==> config.mk <==
export PLATFORM = sky130hd
export DESIGN_NAME = uart_rx
export DESIGN_NICKNAME = d
export VERILOG_FILES = /design/src/rtl/uart_pkg.sv /design/src/rtl/uart_rx_fifo.sv /design/src/rtl/uart_rx.sv
export SDC_FILE = /design/constraint.sdc
export NUM_CORES = 1
export LEC_CHECK = 0
export ABC_CLOCK_PERIOD_IN_PS = 6300
export CAP_MARGIN = 40
export CORE_MARGIN = 1.5
export CORE_UTILIZATION = 55
export DETAILED_ROUTE_END_ITERATION = 16
export GPL_ROUTABILITY_DRIVEN = 0
export PLACE_DENSITY = 0.74
export RECOVER_POWER = 50
export SLEW_MARGIN = 0
export SYNTH_ARGS = -nofsm -noshare
export SYNTH_HDL_FRONTEND = slang
export SYNTH_SLANG_ARGS = --single-unit
==> constraint.sdc <==
create_clock -name clk -period 6.3 [get_ports clk]
set_input_delay 1.26 -clock clk [delete_from_list [all_inputs] [get_ports clk]]
set_output_delay 1.26 -clock clk [all_outputs]
set_load 0.01 [all_outputs]
==> src/rtl/uart_pkg.sv <==
// uart_pkg: items shared by the UART receiver and the future transmitter.
//   - DEFAULT_CLK_FREQ / DEFAULT_BAUD : default parameter values
//   - uart_state_e                    : receiver FSM state encoding
//   - clks_per_bit()                  : clock cycles per serial bit
package uart_pkg;

    localparam int DEFAULT_CLK_FREQ = 100_000_000;
    localparam int DEFAULT_BAUD     = 9600;

    typedef enum logic [2:0] {
        ST_IDLE      = 3'd0,
        ST_START     = 3'd1,
        ST_DATA      = 3'd2,
        ST_STOP      = 3'd3,
        ST_WAIT_IDLE = 3'd4
    } uart_state_e;

    // Integer division; any fractional remainder is dropped.
    function automatic int clks_per_bit(input int clk_freq, input int baud);
        return clk_freq / baud;
    endfunction

endpackage

==> src/rtl/uart_rx_fifo.sv <==
// uart_rx_fifo: first-word fall-through byte FIFO for the UART receiver.
// Ports:
//   clk, rst        : clock, asynchronous active-high reset
//   push, wdata     : write request and byte; dropped when full unless a pop
//                     happens in the same cycle
//   pop             : removes the head entry; ignored when empty
//   rdata           : oldest entry (zero after reset)
//   empty, full     : occupancy flags
module uart_rx_fifo #(
    parameter int DEPTH = 4
) (
    input  logic       clk,
    input  logic       rst,
    input  logic       push,
    input  logic [7:0] wdata,
    input  logic       pop,
    output logic [7:0] rdata,
    output logic       empty,
    output logic       full
);

    localparam int PTR_W = $clog2(DEPTH);
    localparam int CNT_W = PTR_W + 1;

    logic [7:0]       mem_q [DEPTH];
    logic [7:0]       mem_d [DEPTH];
    logic [PTR_W-1:0] wr_ptr_q, wr_ptr_d;
    logic [PTR_W-1:0] rd_ptr_q, rd_ptr_d;
    logic [CNT_W-1:0] count_q, count_d;
    logic             do_push;
    logic             do_pop;

    assign empty = (count_q == '0);
    assign full  = (count_q == CNT_W'(DEPTH));
    assign rdata = mem_q[rd_ptr_q];

    // A pop on a full FIFO frees the slot the simultaneous push lands in.
    assign do_pop  = pop && !empty;
    assign do_push = push && (!full || do_pop);

    always_comb begin
        mem_d    = mem_q;
        wr_ptr_d = wr_ptr_q;
        rd_ptr_d = rd_ptr_q;
        count_d  = count_q;
        if (do_push) begin
            mem_d[wr_ptr_q] = wdata;
            wr_ptr_d        = wr_ptr_q + 1'b1;
        end
        if (do_pop) begin
            rd_ptr_d = rd_ptr_q + 1'b1;
        end
        case ({do_push, do_pop})
            2'b10:   count_d = count_q + 1'b1;
            2'b01:   count_d = count_q - 1'b1;
            default: count_d = count_q;
        endcase
    end

    always_ff @(posedge clk or posedge rst) begin
        if (rst) begin
            for (int i = 0; i < DEPTH; i++) begin
                mem_q[i] <= '0;
            end
            wr_ptr_q <= '0;
            rd_ptr_q <= '0;
            count_q  <= '0;
        end else begin
            mem_q    <= mem_d;
            wr_ptr_q <= wr_ptr_d;
            rd_ptr_q <= rd_ptr_d;
            count_q  <= count_d;
        end
    end

endmodule

==> src/rtl/uart_rx.sv <==
// uart_rx: 8N1 UART receiver with a small receive FIFO.
// Ports:
//   clk, rst_pin  : clock, asynchronous active-high reset
//   uart_rx_in    : asynchronous serial input, idles high
//   rx_data       : byte at the FIFO head
//   rx_valid      : FIFO not empty
//   rx_rd         : pop the head entry (ignored when rx_valid is low)
//   frame_err     : one-cycle pulse when a stop bit samples low
//   overflow      : sticky; a received byte was dropped on a full FIFO
//   state_dbg     : current receiver FSM state
//
// Handshake: an entry is consumed on a rising clk edge where rx_valid and
// rx_rd are both high; rx_data holds while rx_valid is high and rx_rd is low.
module uart_rx
    import uart_pkg::*;
#(
    parameter int CLK_FREQ   = DEFAULT_CLK_FREQ,
    parameter int BAUD       = DEFAULT_BAUD,
    parameter int FIFO_DEPTH = 4
) (
    input  logic        clk,
    input  logic        rst_pin,
    input  logic        uart_rx_in,
    output logic [7:0]  rx_data,
    output logic        rx_valid,
    input  logic        rx_rd,
    output logic        frame_err,
    output logic        overflow,
    output uart_state_e state_dbg
);

    localparam int CPB     = clks_per_bit(CLK_FREQ, BAUD);
    localparam int TIMER_W = $clog2(CPB);
    localparam logic [TIMER_W-1:0] HALF_M1 = TIMER_W'(CPB / 2 - 1);
    localparam logic [TIMER_W-1:0] FULL_M1 = TIMER_W'(CPB - 1);

    logic               rx_s1_q, rx_s2_q;
    logic               rx_sync;
    uart_state_e        state_q, state_d;
    logic [TIMER_W-1:0] timer_q, timer_d;
    logic [2:0]         bit_cnt_q, bit_cnt_d;
    logic [7:0]         shift_q, shift_d;
    logic               frame_err_q, frame_err_d;
    logic               overflow_q, overflow_d;
    logic               push;
    logic               fifo_empty;
    logic               fifo_full;

    assign rx_sync   = rx_s2_q;
    assign frame_err = frame_err_q;
    assign overflow  = overflow_q;
    assign rx_valid  = !fifo_empty;
    assign state_dbg = state_q;

    always_comb begin
        state_d     = state_q;
        timer_d     = timer_q;
        bit_cnt_d   = bit_cnt_q;
        shift_d     = shift_q;
        frame_err_d = 1'b0;
        push        = 1'b0;
        case (state_q)
            ST_IDLE: begin
                timer_d = '0;
                if (!rx_sync) begin
                    state_d = ST_START;
                end
            end
            ST_START: begin
                // Re-check the start bit at its midpoint to reject glitches.
                if (timer_q == HALF_M1) begin
                    timer_d   = '0;
                    bit_cnt_d = '0;
                    state_d   = rx_sync ? ST_IDLE : ST_DATA;
                end else begin
                    timer_d = timer_q + 1'b1;
                end
            end
            ST_DATA: begin
                if (timer_q == FULL_M1) begin
                    timer_d   = '0;
                    shift_d   = {rx_sync, shift_q[7:1]};
                    bit_cnt_d = bit_cnt_q + 1'b1;
                    if (bit_cnt_q == 3'd7) begin
                        state_d = ST_STOP;
                    end
                end else begin
                    timer_d = timer_q + 1'b1;
                end
            end
            ST_STOP: begin
                if (timer_q == FULL_M1) begin
                    timer_d = '0;
                    if (rx_sync) begin
                        push    = 1'b1;
                        state_d = ST_IDLE;
                    end else begin
                        frame_err_d = 1'b1;
                        state_d     = ST_WAIT_IDLE;
                    end
                end else begin
                    timer_d = timer_q + 1'b1;
                end
            end
            ST_WAIT_IDLE: begin
                // A held-low line (break) must not look like a new start bit.
                if (rx_sync) begin
                    state_d = ST_IDLE;
                end
            end
            default: state_d = ST_IDLE;
        endcase
    end

    // A push on a full FIFO is lost unless a pop frees a slot in the same cycle.
    always_comb begin
        overflow_d = overflow_q | (push && fifo_full && !(rx_rd && !fifo_empty));
    end

    always_ff @(posedge clk or posedge rst_pin) begin
        if (rst_pin) begin
            rx_s1_q     <= 1'b1;
            rx_s2_q     <= 1'b1;
            state_q     <= ST_IDLE;
            timer_q     <= '0;
            bit_cnt_q   <= '0;
            shift_q     <= '0;
            frame_err_q <= 1'b0;
            overflow_q  <= 1'b0;
        end else begin
            rx_s1_q     <= uart_rx_in;
            rx_s2_q     <= rx_s1_q;
            state_q     <= state_d;
            timer_q     <= timer_d;
            bit_cnt_q   <= bit_cnt_d;
            shift_q     <= shift_d;
            frame_err_q <= frame_err_d;
            overflow_q  <= overflow_d;
        end
    end

    // The shift register feeds the FIFO directly so rx_valid rises the cycle
    // after the stop-bit sample.
    uart_rx_fifo #(
        .DEPTH (FIFO_DEPTH)
    ) u_fifo (
        .clk   (clk),
        .rst   (rst_pin),
        .push  (push),
        .wdata (shift_q),
        .pop   (rx_rd),
        .rdata (rx_data),
        .empty (fifo_empty),
        .full  (fifo_full)
    );

endmodule

==> results of run 1 <==
[logic make-up after synthesis]
| family | count (synthesis) |
|---|---|
| AOI/OAI and AO/OA | 29 |
| xor gates and xnor gates | 13 |
| adders and majority gates | 9 |
| buffers and inverters | 18 |
| DFF | 71 |
| muxes | 53 |
| and+or+nand+nor | 76 |
[state kept, by name (all words and copies together) (netlist names), 2 cells and up]
signal           cells
bit_cnt_q            3
shift_q              8
state_dbg            3
timer_q             14
u_fifo.count_q       3
u_fifo.mem_q        32
u_fifo.rd_ptr_q      2
u_fifo.wr_ptr_q      2
[worst max-delay path by stage]
stage / slack, ps / from / to / cells past startpoint
after floorplan: 3250 / rst_pin / bit_cnt_q[0]$_DFFE_PP0P_ / 1
after detailed placement: 2550 / rx_rd / u_fifo.count_q[2]$_DFFE_PP0P_ / 10
final: 2790 / rx_rd / u_fifo.count_q[2]$_DFFE_PP0P_ / 10
after CTS: 2840 / u_fifo.rd_ptr_q[0]$_DFFE_PP0P_ / rx_data[7] / 2
after global routing: 2630 / rx_rd / u_fifo.count_q[2]$_DFFE_PP0P_ / 10
after global placement: 2660 / rx_rd / u_fifo.count_q[2]$_DFFE_PP0P_ / 10
[metrics by stage]
| step | instances | hold slack (ps) | worst slack [ps] | cell area [sq um] |
|---|---|---|---|---|
| global placement | 353 | 346 | 2660 | 3690 |
| floorplan | 269 | 345 | 3250 | 3460 |
| global route | 370 | 356 | 2630 | 3890 |
| CTS | 370 | 354 | 2840 | 3900 |
| finish | 370 | 359 | 2790 | 3890 |
| detailed placement | 354 | 348 | 2550 | 3720 |
[final cells by class]
class | count | area share (%)
repair buffers | 19 | 5.18
well taps | 75 | 2.41
multi-input cells | 180 | 41.1
clock inverters | 6 | 1.13
clock buffers | 10 | 3.54
inverters | 9 | 0.869
flip-flops and latches | 71 | 45.8
[power by group through the flow]
stage	Sequential, W	Combinational (W)	Clock (W)
finish	0.000457	0.0000129	0.000332
global route	0.000457	0.0000155	0.000359
CTS	0.000457	0.0000145	0.000339
detailed placement	0.000466	0.0000145	0
global placement	0.000466	0.0000122	0
floorplan	0.000466	0.00000726	0
[cells in the mapped netlist (4+ instances only)]
library cell              count  area share [%]
sky130_fd_sc_hd__inv_1        9            0.98
sky130_fd_sc_hd__dfrtp_1     69              50
sky130_fd_sc_hd__mux4_2       8             5.2
sky130_fd_sc_hd__nand3_1      5            0.72
sky130_fd_sc_hd__xor2_1       6             1.5
sky130_fd_sc_hd__nor3_1       5            0.72
sky130_fd_sc_hd__nor2_1      13             1.4
sky130_fd_sc_hd__nand2_1     13             1.4
sky130_fd_sc_hd__xnor2_1      7             1.8
sky130_fd_sc_hd__and2_1       4            0.72
sky130_fd_sc_hd__ha_1         8             2.9
sky130_fd_sc_hd__nand4_1      5            0.90
sky130_fd_sc_hd__a21oi_1      8             1.2
sky130_fd_sc_hd__o21ai_0      8             1.2
sky130_fd_sc_hd__mux2_2      42              14
sky130_fd_sc_hd__nand4_2      5             1.8
[worst register-to-register path: stages, from the launching register on]
cell and delay (ps):
sky130_fd_sc_hd__dfrtp_1 480, sky130_fd_sc_hd__nor4b_4 560, sky130_fd_sc_hd__and4_1 440, sky130_fd_sc_hd__nand2_1 160, sky130_fd_sc_hd__ha_1 240, sky130_fd_sc_hd__inv_1 70, sky130_fd_sc_hd__fa_1 400, sky130_fd_sc_hd__o21ai_0 160
[per-layer routing]
| metal | global-route usage, % | routed length [um] |
|---|---|---|
| met1 | 29.2 | 2990 |
| met2 | 31.1 | 2910 |
| met3 | 4.84 | 165 |
| met4 | 8.47 | 102 |
| met5 | 0 | 0 |
==> Implementation_results.wiki, run 1 <==
{| class="wikitable"
! Metric !! Value
|-
| Result of the run || finished, final reports clean
|-
| Combinational cell fraction of total power || 1.6%
|-
| Post-synthesis sequential area ratio || 51.4%
|-
| Minimum period implied by the final worst setup slack || 3510 ps
|-
| Number of register bits inferred by synthesis || 71
|-
| Cell chain of the critical path || dlygate4sd3_1 -> nor4b_1 -> nor3_2 -> nand2_1 -> ha_1 -> inv_1 -> fa_1 -> xor2_1 -> nor2_1 -> xor2_1
|-
| Data required time at the worst endpoint || 6570 ps
|-
| Number of iterations in the first detailed-routing pass || 6
|-
| Reg-to-Reg End || u_fifo.count_q[1]$_DFFE_PP0P_
|-
| Final setup violation count || 0
|-
| Fill cell instance count of the final layout || about 450
|-
| Top library cells by usage in the layout, fill and taps aside || sky130_fd_sc_hd__dfrtp_1, sky130_fd_sc_hd__mux2_2, sky130_fd_sc_hd__clkdlybuf4s50_1
|-
| H-tree depth || 3
|-
| Area occupied by registers || ~0.0018 sq mm
|-
| Commonest non-fill, non-tap cell in the layout || sky130_fd_sc_hd__dfrtp_1
|-
| Post-Synthesis Net Count || approximately 280
|-
| Worst hold endpoint || rx_s2_q$_DFF_PP1_
|-
| Maximum number of pins on one net before global-route repair || 54
|-
| ANT cells || 0
|-
| Area of the multi-input gates || 0.00160 sq mm
|-
| Area growth from synthesis to layout || 12.3%
|-
| Area fraction in compound gates after synthesis || a little over 6%
|-
| Die width || about 82 um
|-
| Switching power || about 0.00019 W
|-
| Static Leakage || 1.80 nW
|-
| Buffer levels on the longest clock path || 2
|-
| Clock tree from TritonCTS || built
|-
| Mux cell area share after synthesis || about a fifth
|-
| Synthesis warning total || 0
|-
| Gate count of the mapped netlist || between 200 and 300
|-
| Number of resized instances in the post-cts repair step || 0
|-
| Worst slew margin relative to its limit || between 20% and 30%
|-
| Total DRC errors in the routed layout || 0
|-
| Standard-cell row count || 28
|-
| Hold Vio Cnt, Final || 0
|-
| HP Start || rx_s1_q$_DFF_PP1_
|-
| Count of input and output buffers || 17
|-
| Routed length per instance || ~17 um
|-
| Overall die area || roughly 0.0068 sq mm
|-
| Flop-to-flop setup slack || 3710 ps
|-
| Transition time at the pin with the least slew margin || around 1100 ps
|-
| Total half-perimeter wirelength after legalization and detailed placement || a little over 4 mm
|-
| Launching point of the worst reg2reg path || timer_q[6]$_DFFE_PP0P_
|-
| Clock Root Buffer || sky130_fd_sc_hd__clkbuf_8
|-
| Sort of element at the start of the critical path || input port
|-
| Adder and majority cell fraction of the synthesized area || roughly 3.5%
|-
| Final #Nets || 303
|-
| Maximum single-stage delay on the critical path || 570 ps
|-
| Sum of negative setup slack || 0 ps
|-
| Max_cap viols || 0
|-
| Clock network power share || about two fifths
|-
| Final core utilization || between 60 and 70%
|-
| Count of buffering cells on the critical path with inverters included || 2
|-
| Cells on Worst Hold Path || 0
|-
| Sequential Power Share || 57.0%
|-
| Critical path peak fanout || 5
|-
| Hold_buf cts || 0
|-
| Worst ir drop on vdd || between 0.0002 and 0.00025 V
|-
| Sort of element at the end of the critical path || register
|-
| Highest clock frequency the design can meet || around 290 MHz
|-
| Number of flops mapped to enable cells by yosys || 0
|-
| Post-synthesis share of cell area spent on xor and xnor gates || 3.29%
|-
| Initial antenna violation count || 0
|-
| Aggregate routed wire length || between 6 and 7 mm
|-
| Core area || ~0.0060 sq mm
|-
| Main combinational cell family by area after synthesis || multiplexers
|-
| Synth unique cells || between 40 and 50
|-
| Insertion delay to the later sink of the worst-skew pair || 350 ps
|-
| Top-level I/O count || 18
|-
| Initial Utilization || slightly below 60%
|-
| Average instance area after synthesis || 12.9 sq um
|-
| Vias in the first global route || around 2100
|-
| Share of synthesized registers carrying an async set or reset || 100%
|-
| Remaining number of nets flagged by the antenna check after routing || 0
|-
| Via Count || around 2200
|-
| Pwr dens || 206 mW/mm^2
|-
| Count of final max-slew check failures || 0
|-
| Number of cells traversed by the worst register-to-register path || 7
|-
| RSZ-0062 raised after global routing || false
|-
| Remaining global-route overflow || 0
|-
| Simple-gate share of the synthesized area || between 10% and 20%
|-
| Iteration-0 DRC Markers || 91
|-
| Kind of cell with the highest combined delay on the critical path || simple AND/OR/NAND/NOR gates
|-
| Total global-route track usage || between 20% and 30%
|-
| Clock slew at the register clock pins of the worst setup and hold paths || about 80 ps
|-
| Die outline height || about 82 um
|-
| Switch share || 23.5%
|-
| Cts bufs inserted || 9
|-
| Slowest stage cell on the critical path || sky130_fd_sc_hd__nor4b_1
|-
| Cell area after synthesis || 0.00346 sq mm
|-
| Wire length of the first global-routing pass || about 10 mm
|-
| Total design power || 0.000802 W
|-
| Share of cells above drive strength 1 || between 20% and 30%
|-
| Top cell by count, worst path || sky130_fd_sc_hd__xor2_1
|-
| Critical path start-end classification || input port to register
|-
| Final period util || around 56%
|-
| Per-cell via count in the routed design || just under 6
|-
| Critical Path AT || between 3000 and 4000 ps
|-
| Internal power component || about 0.0006 W
|-
| Most used DFF post-synth || sky130_fd_sc_hd__dfrtp_1
|-
| Sinks on Clock Net || 71
|-
| Worst setup skew after layout || between 10 and 15 ps
|-
| Path category of the worst min-delay check || register to register
|-
| Setup bufs post-CTS || 0
|}
Note: power is estimated with default switching activity, not from simulation.
==> inputs of run 2 (changes only) <==
--- a/config.mk
+++ b/config.mk
@@ -5,13 +5,13 @@
 export SDC_FILE = /design/constraint.sdc
 export NUM_CORES = 1
 export LEC_CHECK = 0
-export ABC_CLOCK_PERIOD_IN_PS = 6300
+export ABC_CLOCK_PERIOD_IN_PS = 2900
 export CAP_MARGIN = 40
 export CORE_MARGIN = 1.5
-export CORE_UTILIZATION = 55
+export CORE_UTILIZATION = 54
 export DETAILED_ROUTE_END_ITERATION = 16
 export GPL_ROUTABILITY_DRIVEN = 0
-export PLACE_DENSITY = 0.74
+export PLACE_DENSITY = 0.76
 export RECOVER_POWER = 50
 export SLEW_MARGIN = 0
 export SYNTH_ARGS = -nofsm -noshare
==> constraint.sdc (replaced) <==
create_clock -name clk -period 2.9 [get_ports clk]
set_input_delay 0.58 -clock clk [delete_from_list [all_inputs] [get_ports clk]]
set_output_delay 0.58 -clock clk [all_outputs]
set_load 0.01 [all_outputs]
==> run 2 against run 1 <==
  * Non-clock buffer count grew 3
  * Register-to-register slack worse by 3300 ps
  * Die area is 1.8% higher
  * Design area up 1.1%
  * Core utilization barely moved
  * Sequential share of layout area shrank 0.50 points
  * Worst setup slack lost 2500 ps
  * Cell count up 0.81%
  * Sequential cell count is the same
  * Highest routed layer unchanged
==> Implementation_results.wiki, run 2 (synthesized netlist as in run 1, its figures left out) <==
{| class="wikitable"
! Metric !! Value
|-
| Overall die area || roughly 0.0069 sq mm
|-
| Worst slew margin relative to its limit || under 10%
|-
| Data required time at the worst endpoint || 3170 ps
|-
| Final Non-Filler Cells || roughly 370
|-
| Area growth from synthesis to layout || 13.5%
|-
| Share of cells above drive strength 1 || 27.5%
|-
| Commonest non-fill, non-tap cell in the layout || sky130_fd_sc_hd__dfrtp_1
|-
| Routed length per instance || between 15 and 20 um
|-
| Core area || approximately 0.006 sq mm
|-
| Highest clock frequency the design can meet || around 390 MHz
|-
| Critical path peak fanout || 3
|-
| Remaining global-route overflow || 0
|-
| Total half-perimeter wirelength after legalization and detailed placement || roughly 4.3 mm
|-
| Top library cells by usage in the layout, fill and taps aside || sky130_fd_sc_hd__dfrtp_1, sky130_fd_sc_hd__mux2_2, sky130_fd_sc_hd__nor2_1, sky130_fd_sc_hd__nand2_1, sky130_fd_sc_hd__clkdlybuf4s50_1
|-
| Cells on Worst Hold Path || 0
|-
| Register name with the most flops || u_fifo.mem_q
|-
| Global-route met1 utilization || between 20 and 30%
|-
| Total DRC errors in the routed layout || 0
|-
| Reg-to-Reg End || u_fifo.count_q[1]$_DFFE_PP0P_
|-
| Hold_buf cts || 0
|-
| Launching point of the worst reg2reg path || timer_q[4]$_DFFE_PP0P_
|-
| Sinks on Clock Net || 71
|-
| Aggregate routed wire length || about 6.3 mm
|-
| Final setup violation count || 0
|-
| Most Used Layer, Global Route || met2
|-
| Via Count || roughly 2200
|-
| Setup bufs post-CTS || 0
|-
| Max_cap viols || 0
|-
| Clock slew at the register clock pins of the worst setup and hold paths || 70 ps
|-
| Cts bufs inserted || 9
|-
| ANT cells || 0
|-
| Insertion delay to the later sink of the worst-skew pair || between 300 and 400 ps
|-
| Critical Path AT || 2840 ps
|-
| Buffer levels on the longest clock path || 2
|-
| Wire length of the first global-routing pass || between 10 and 15 mm
|-
| Initial antenna violation count || 0
|-
| Biggest registers after layout || u_fifo.mem_q (32), timer_q (14), shift_q (8)
|-
| Static Leakage || roughly 1.9 nW
|-
| Initial Utilization || a little under three fifths
|-
| Global-route met3 utilization || roughly 3.6%
|-
| Flop-to-flop setup slack || between 400 and 500 ps
|-
| Result of the run || finished, final reports clean
|-
| Die outline height || slightly above 80 um
|-
| Per-cell via count in the routed design || slightly below 6
|-
| Total design power || approximately 0.0018 W
|-
| Clock tree from TritonCTS || built
|-
| Sort of element at the end of the critical path || register
|-
| Transition time at the pin with the least slew margin || about 1400 ps
|-
| Worst ir drop on vdd || between 0.0003 and 0.0004 V
|-
| Fill cell instance count of the final layout || 456
|-
| Hold Vio Cnt, Final || 0
|-
| Remaining number of nets flagged by the antenna check after routing || 0
|-
| Die width || a little over 80 um
|-
| Vias in the first global route || about 2300
|-
| Total global-route track usage || between 20% and 30%
|-
| Global-route track usage on met2 || between 30% and 40%
|-
| Maximum number of pins on one net before global-route repair || 38
|-
| Area of the multi-input gates || approximately 0.0016 sq mm
|-
| Clock Root Buffer || sky130_fd_sc_hd__clkbuf_8
|-
| Placed instance count || 357
|-
| Path category of the worst min-delay check || register to register
|-
| HP Start || rx_s1_q$_DFF_PP1_
|-
| Count of input and output buffers || 17
|-
| Minimum period implied by the final worst setup slack || between 2000 and 3000 ps
|-
| Worst hold endpoint || rx_s2_q$_DFF_PP1_
|-
| Number of cells traversed by the worst register-to-register path || 7
|-
| Number of flip-flops in the largest register || 32
|-
| Worst setup skew after layout || a little over 6 ps
|-
| Sort of element at the start of the critical path || input port
|-
| Top-level I/O count || 18
|-
| Final #Nets || 306
|-
| RSZ-0062 raised after global routing || false
|-
| Critical path start-end classification || input port to register
|-
| H-tree depth || 3
|-
| Final period util || 88.7%
|-
| Standard-cell row count || 28
|-
| Iteration-0 DRC Markers || 104
|-
| Number of iterations in the first detailed-routing pass || 4
|-
| Pwr dens || approximately 460 mW/mm^2
|-
| Number of resized instances in the post-cts repair step || 0
|-
| Count of final max-slew check failures || 0
|-
| Area occupied by registers || between 0.0015 and 0.002 sq mm
|}
-- run 2: power breakdown --
| group | internal (W) | switching (W) |
|---|---|---|
| combinational | 0.00000656 | 0.0000201 |
| clock | 0.000401 | 0.000381 |
| sequential | 0.000992 | 0.00000184 |
-- run 2: layer usage --
| metal | part of all wire (%) | vias up |
|---|---|---|
| li1 | - | 1037 |
| met1 | 49 | 1108 |
| met2 | 47 | 39 |
| met3 | 2.8 | 10 |
| met4 | 2.0 | 0 |
| met5 | 0 | - |
-- run 2: worst max-delay path, stage by stage --
cell and delay [ps]:
sky130_fd_sc_hd__clkdlybuf4s50_1 420, sky130_fd_sc_hd__nor4b_1 530, sky130_fd_sc_hd__nor3_2 110, sky130_fd_sc_hd__nand2_1 150
sky130_fd_sc_hd__ha_1 190, sky130_fd_sc_hd__inv_1 60, sky130_fd_sc_hd__fa_1 370, sky130_fd_sc_hd__xor2_1 150
sky130_fd_sc_hd__nor2_1 120, sky130_fd_sc_hd__xor2_1 160
-- run 2: how the worst max path moves through the flow --
stage | end | slack [ps] | from
final | u_fifo.count_q[2]$_DFFE_PP0P_ | 330 | rx_rd
after floorplan | bit_cnt_q[0]$_DFFE_PP0P_ | 530 | rst_pin
after detailed placement | u_fifo.count_q[2]$_DFFE_PP0P_ | -40 | rx_rd
after CTS | u_fifo.count_q[2]$_DFFE_PP0P_ | 310 | rx_rd
after global routing | u_fifo.count_q[2]$_DFFE_PP0P_ | 100 | rx_rd
after global placement | u_fifo.count_q[2]$_DFFE_PP0P_ | 80 | rx_rd
-- run 2: through the flow --
stage	instance area [sq um]	worst slack, ps	setup TNS, ps	utilization [%]	hold slack (ps)
final	3930	328	0	64.9	359
after detailed placement	3730	-43.6	-43.6	61.6	350
after global routing	3930	104	0	64.9	364
after floorplan	3460	527	0	-	345
after global placement	3730	76.2	0	61.6	347
after CTS	3930	312	0	64.9	361
-- run 2: area by class of cell --
| type | count | share of cell area [%] |
|---|---|---|
| well taps | 75 | 2.39 |
| inverters | 9 | 0.859 |
| repair buffers | 22 | 5.60 |
| multi-input cells | 180 | 40.8 |
| clock inverters | 6 | 1.81 |
| flip-flops and latches | 71 | 45.3 |
| clock buffers | 10 | 3.25 |
==> inputs of run 3 (changes only) <==
--- a/config.mk
+++ b/config.mk
@@ -5,6 +5,7 @@
 export SDC_FILE = /design/constraint.sdc
 export NUM_CORES = 1
 export LEC_CHECK = 0
+export ABC_AREA = 1
 export ABC_CLOCK_PERIOD_IN_PS = 2900
 export CAP_MARGIN = 40
 export CORE_MARGIN = 1.5
==> run 3 against run 2 <==
  * The run now ends with max-capacitance violations, max-slew violations left
  * Global-route usage grew 3.0 points
  * Design area up 1.4%
  * Worst setup slack worse by 20 ps
  * Sequential cell count stayed put
  * Clock power is 13% higher
  * Combinational power rose to 23 times the previous value
==> Implementation_results.wiki, run 3 <==
{| class="wikitable"
! Metric !! Value
|-
| Result of the run || finished, violations left
|-
| Violated checks || max-capacitance violations, max-slew violations
|-
| Number of flops mapped to enable cells by yosys || 0
|-
| Top-level I/O count || 18
|-
| Total design power || between 0.002 and 0.003 W
|-
| Post-synthesis sequential area ratio || about half
|-
| Insertion delay to the later sink of the worst-skew pair || ~350 ps
|-
| Share of synthesized registers carrying an async set or reset || 100%
|-
| Initial Utilization || between 50% and 60%
|-
| Wire length of the first global-routing pass || approximately 13 mm
|-
| Minimum period implied by the final worst setup slack || about 2600 ps
|-
| Highest clock frequency the design can meet || around 390 MHz
|-
| Max_cap viols || 1
|-
| Global-route met3 utilization || 3.44%
|-
| Maximum number of pins on one net before global-route repair || a little over 70
|-
| Vias in the first global route || roughly 2900
|-
| Overall die area || around 0.0071 sq mm
|-
| Global-route met1 utilization || 30.5%
|-
| Worst slew margin relative to its limit || -13.8%
|-
| Pwr dens || ~640 mW/mm^2
|-
| Most used DFF post-synth || sky130_fd_sc_hd__dfrtp_1
|-
| Synthesis warning total || 0
|-
| Die outline height || roughly 84 um
|-
| Initial antenna violation count || 0
|-
| Static Leakage || roughly 2.1 nW
|-
| Gate count of the mapped netlist || 443
|-
| Cts bufs inserted || 9
|-
| Hold Vio Cnt, Final || 0
|-
| Sort of element at the start of the critical path || register
|-
| Post-Synthesis Net Count || about 460
|-
| Most frequent cell after synthesis || sky130_fd_sc_hd__nand2_1
|-
| Critical Path AT || about 2000 ps
|-
| Count of final max-slew check failures || 72
|-
| Critical path peak fanout || 9
|-
| Share of cells above drive strength 1 || ~8%
|-
| Via Count || between 2000 and 3000
|-
| Final setup violation count || 0
|-
| Leading area contributor after synthesis || sky130_fd_sc_hd__dfrtp_1
|-
| Routed length per instance || 13.7 um
|-
| Iteration-0 DRC Markers || between 150 and 200
|-
| Buffer levels on the longest clock path || 2
|-
| Count of input and output buffers || 17
|-
| Worst setup skew after layout || approximately 10 ps
|-
| Aggregate routed wire length || ~7.4 mm
|-
| Clock Root Buffer || sky130_fd_sc_hd__clkbuf_8
|-
| Cell area after synthesis || about 0.0036 sq mm
|-
| Fraction of synthesized cell area taken by the top area cell type || between 40% and 50%
|-
| Clock slew at the register clock pins of the worst setup and hold paths || 80 ps
|-
| Post-place instance area || ~0.0038 sq mm
|-
| Sinks on Clock Net || 71
|-
| Finished layout cell area || approximately 0.004 sq mm
|-
| Number of iterations in the first detailed-routing pass || 4
|-
| Register name with the most flops || u_fifo.mem_q
|-
| ANT cells || 0
|-
| Die width || 84.4 um
|-
| Number of flip-flops in the largest register || 32
|-
| Clock tree from TritonCTS || built
|-
| Standard-cell row count || 29
|-
| Sort of element at the end of the critical path || primary output
|-
| Final period util || 89.4%
|-
| Remaining global-route overflow || 0
|-
| Global-route track usage on met2 || approximately 38%
|-
| Total global-route track usage || between 20% and 30%
|-
| Number of register bits inferred by synthesis || approximately 70
|-
| Commonest non-fill, non-tap cell in the layout || sky130_fd_sc_hd__nand2_1
|-
| Data required time at the worst endpoint || between 2000 and 2500 ps
|-
| Path category of the worst min-delay check || register to register
|-
| Most Used Layer, Global Route || met2
|-
| Number of resized instances in the post-cts repair step || 0
|-
| Transition time at the pin with the least slew margin || around 1700 ps
|-
| Worst ir drop on vdd || 0.000385 V
|-
| Critical path start-end classification || register to primary output
|-
| Biggest registers after layout || u_fifo.mem_q (32), timer_q (14), shift_q (8)
|-
| Synth unique cells || 30
|-
| Top cells by count, synth || sky130_fd_sc_hd__nand2_1, sky130_fd_sc_hd__dfrtp_1, sky130_fd_sc_hd__nor2_1
|-
| Area growth from synthesis to layout || 11.5%
|-
| Average instance area after synthesis || a little over 8 sq um
|-
| Final #Nets || roughly 470
|-
| Leading post-synthesis cells by cell area || sky130_fd_sc_hd__dfrtp_1, sky130_fd_sc_hd__nand2_1, sky130_fd_sc_hd__nand3_1, sky130_fd_sc_hd__nor2_1, sky130_fd_sc_hd__o21ai_0
|-
| Hold_buf cts || 0
|-
| H-tree depth || 3
|-
| Sum of negative setup slack || 0 ps
|-
| Fill cell instance count of the final layout || roughly 550
|-
| Remaining number of nets flagged by the antenna check after routing || 0
|-
| Core area || around 0.0064 sq mm
|-
| Top library cells by usage in the layout, fill and taps aside || sky130_fd_sc_hd__nand2_1, sky130_fd_sc_hd__dfrtp_1, sky130_fd_sc_hd__nor2_1
|-
| Setup bufs post-CTS || 0
|-
| Per-cell via count in the routed design || roughly 5.3
|-
| RSZ-0062 raised after global routing || false
|-
| Total DRC errors in the routed layout || 0
|-
| Total half-perimeter wirelength after legalization and detailed placement || about 5 mm
|}
==> run 3: worst max-delay path: stages, from the launching register on <==
cell,delay (ps)
sky130_fd_sc_hd__dfrtp_1,490
sky130_fd_sc_hd__inv_1,280
sky130_fd_sc_hd__o21ai_0,160
sky130_fd_sc_hd__o22ai_1,170
sky130_fd_sc_hd__clkdlybuf4s50_1,560
==> run 3: cell type report <==
| class | count | area [sq um] | share of cell area (%) |
|---|---|---|---|
| Multi-Input combinational cell | 310 | 1520 | 38.0 |
| Clock inverter | 5 | 81.3 | 2.04 |
| Clock buffer | 11 | 141 | 3.55 |
| Sequential cell | 71 | 1780 | 44.6 |
| Timing Repair Buffer | 20 | 190 | 4.77 |
| Tap cell | 77 | 96.3 | 2.42 |
| Inverter | 48 | 183 | 4.58 |
==> run 3: path summary, 6_finish.rpt <==
check,start,endpoint,slack (ps),depth (start not counted)
setup / recovery,u_fifo.rd_ptr_q[1]$_DFFE_PP0P_,rx_data[6],310,4
hold / removal,rx_s1_q$_DFF_PP1_,rx_s2_q$_DFF_PP1_,360,0
setup reg to reg,state_dbg[2]$_DFFE_PP0P_,u_fifo.count_q[2]$_DFFE_PP0P_,450,12
hold reg to reg,rx_s1_q$_DFF_PP1_,rx_s2_q$_DFF_PP1_,360,0
max in group asynchronous,rst_pin,u_fifo.mem_q[5]$_DFFE_PP0P_,600,3
min in group asynchronous,rst_pin,u_fifo.mem_q[10]$_DFFE_PP0P_,1270,3
==> run 3: metrics by stage <==
step                hold slack, ps  setup slack (ps)  cells  utilization (%)
CTS                            358               323    542             62.7
detailed placement             347               422    526             59.2
finish                         357               308    542             62.4
global route                   363               204    542             62.4
floorplan                      345               527    443                -
global placement               345               459    526             59.2
==> run 3: cell families (layout without fill, tap and decap cells) <==
kind of cell               after synthesis  in the layout  synth area share [%]
and+or+nand+nor                        236            236                  28.8
xor gates and xnor gates                 9              9                  2.21
AOI/OAI and AO/OA                       56             56                  8.19
DFF                                     71             71                  49.8
adders and majority gates                9              9                  3.36
buffers and inverters                   62             84                  7.70
==> run 3: layer usage <==
layer	vias to the layer above	part of all wire (%)
li1	1443	-
met1	1356	44
met2	81	49
met3	18	4.5
met4	0	2.4
met5	-	0
==> run 3: power breakdown <==
part | total [W] | internal (W) | switching [W]
registers | 0.00107 | 0.00103 | 0.0000414
logic | 0.000601 | 0.000273 | 0.000328
clock network | 0.000886 | 0.000508 | 0.000378
total | 0.00256 | 0.00181 | 0.000748
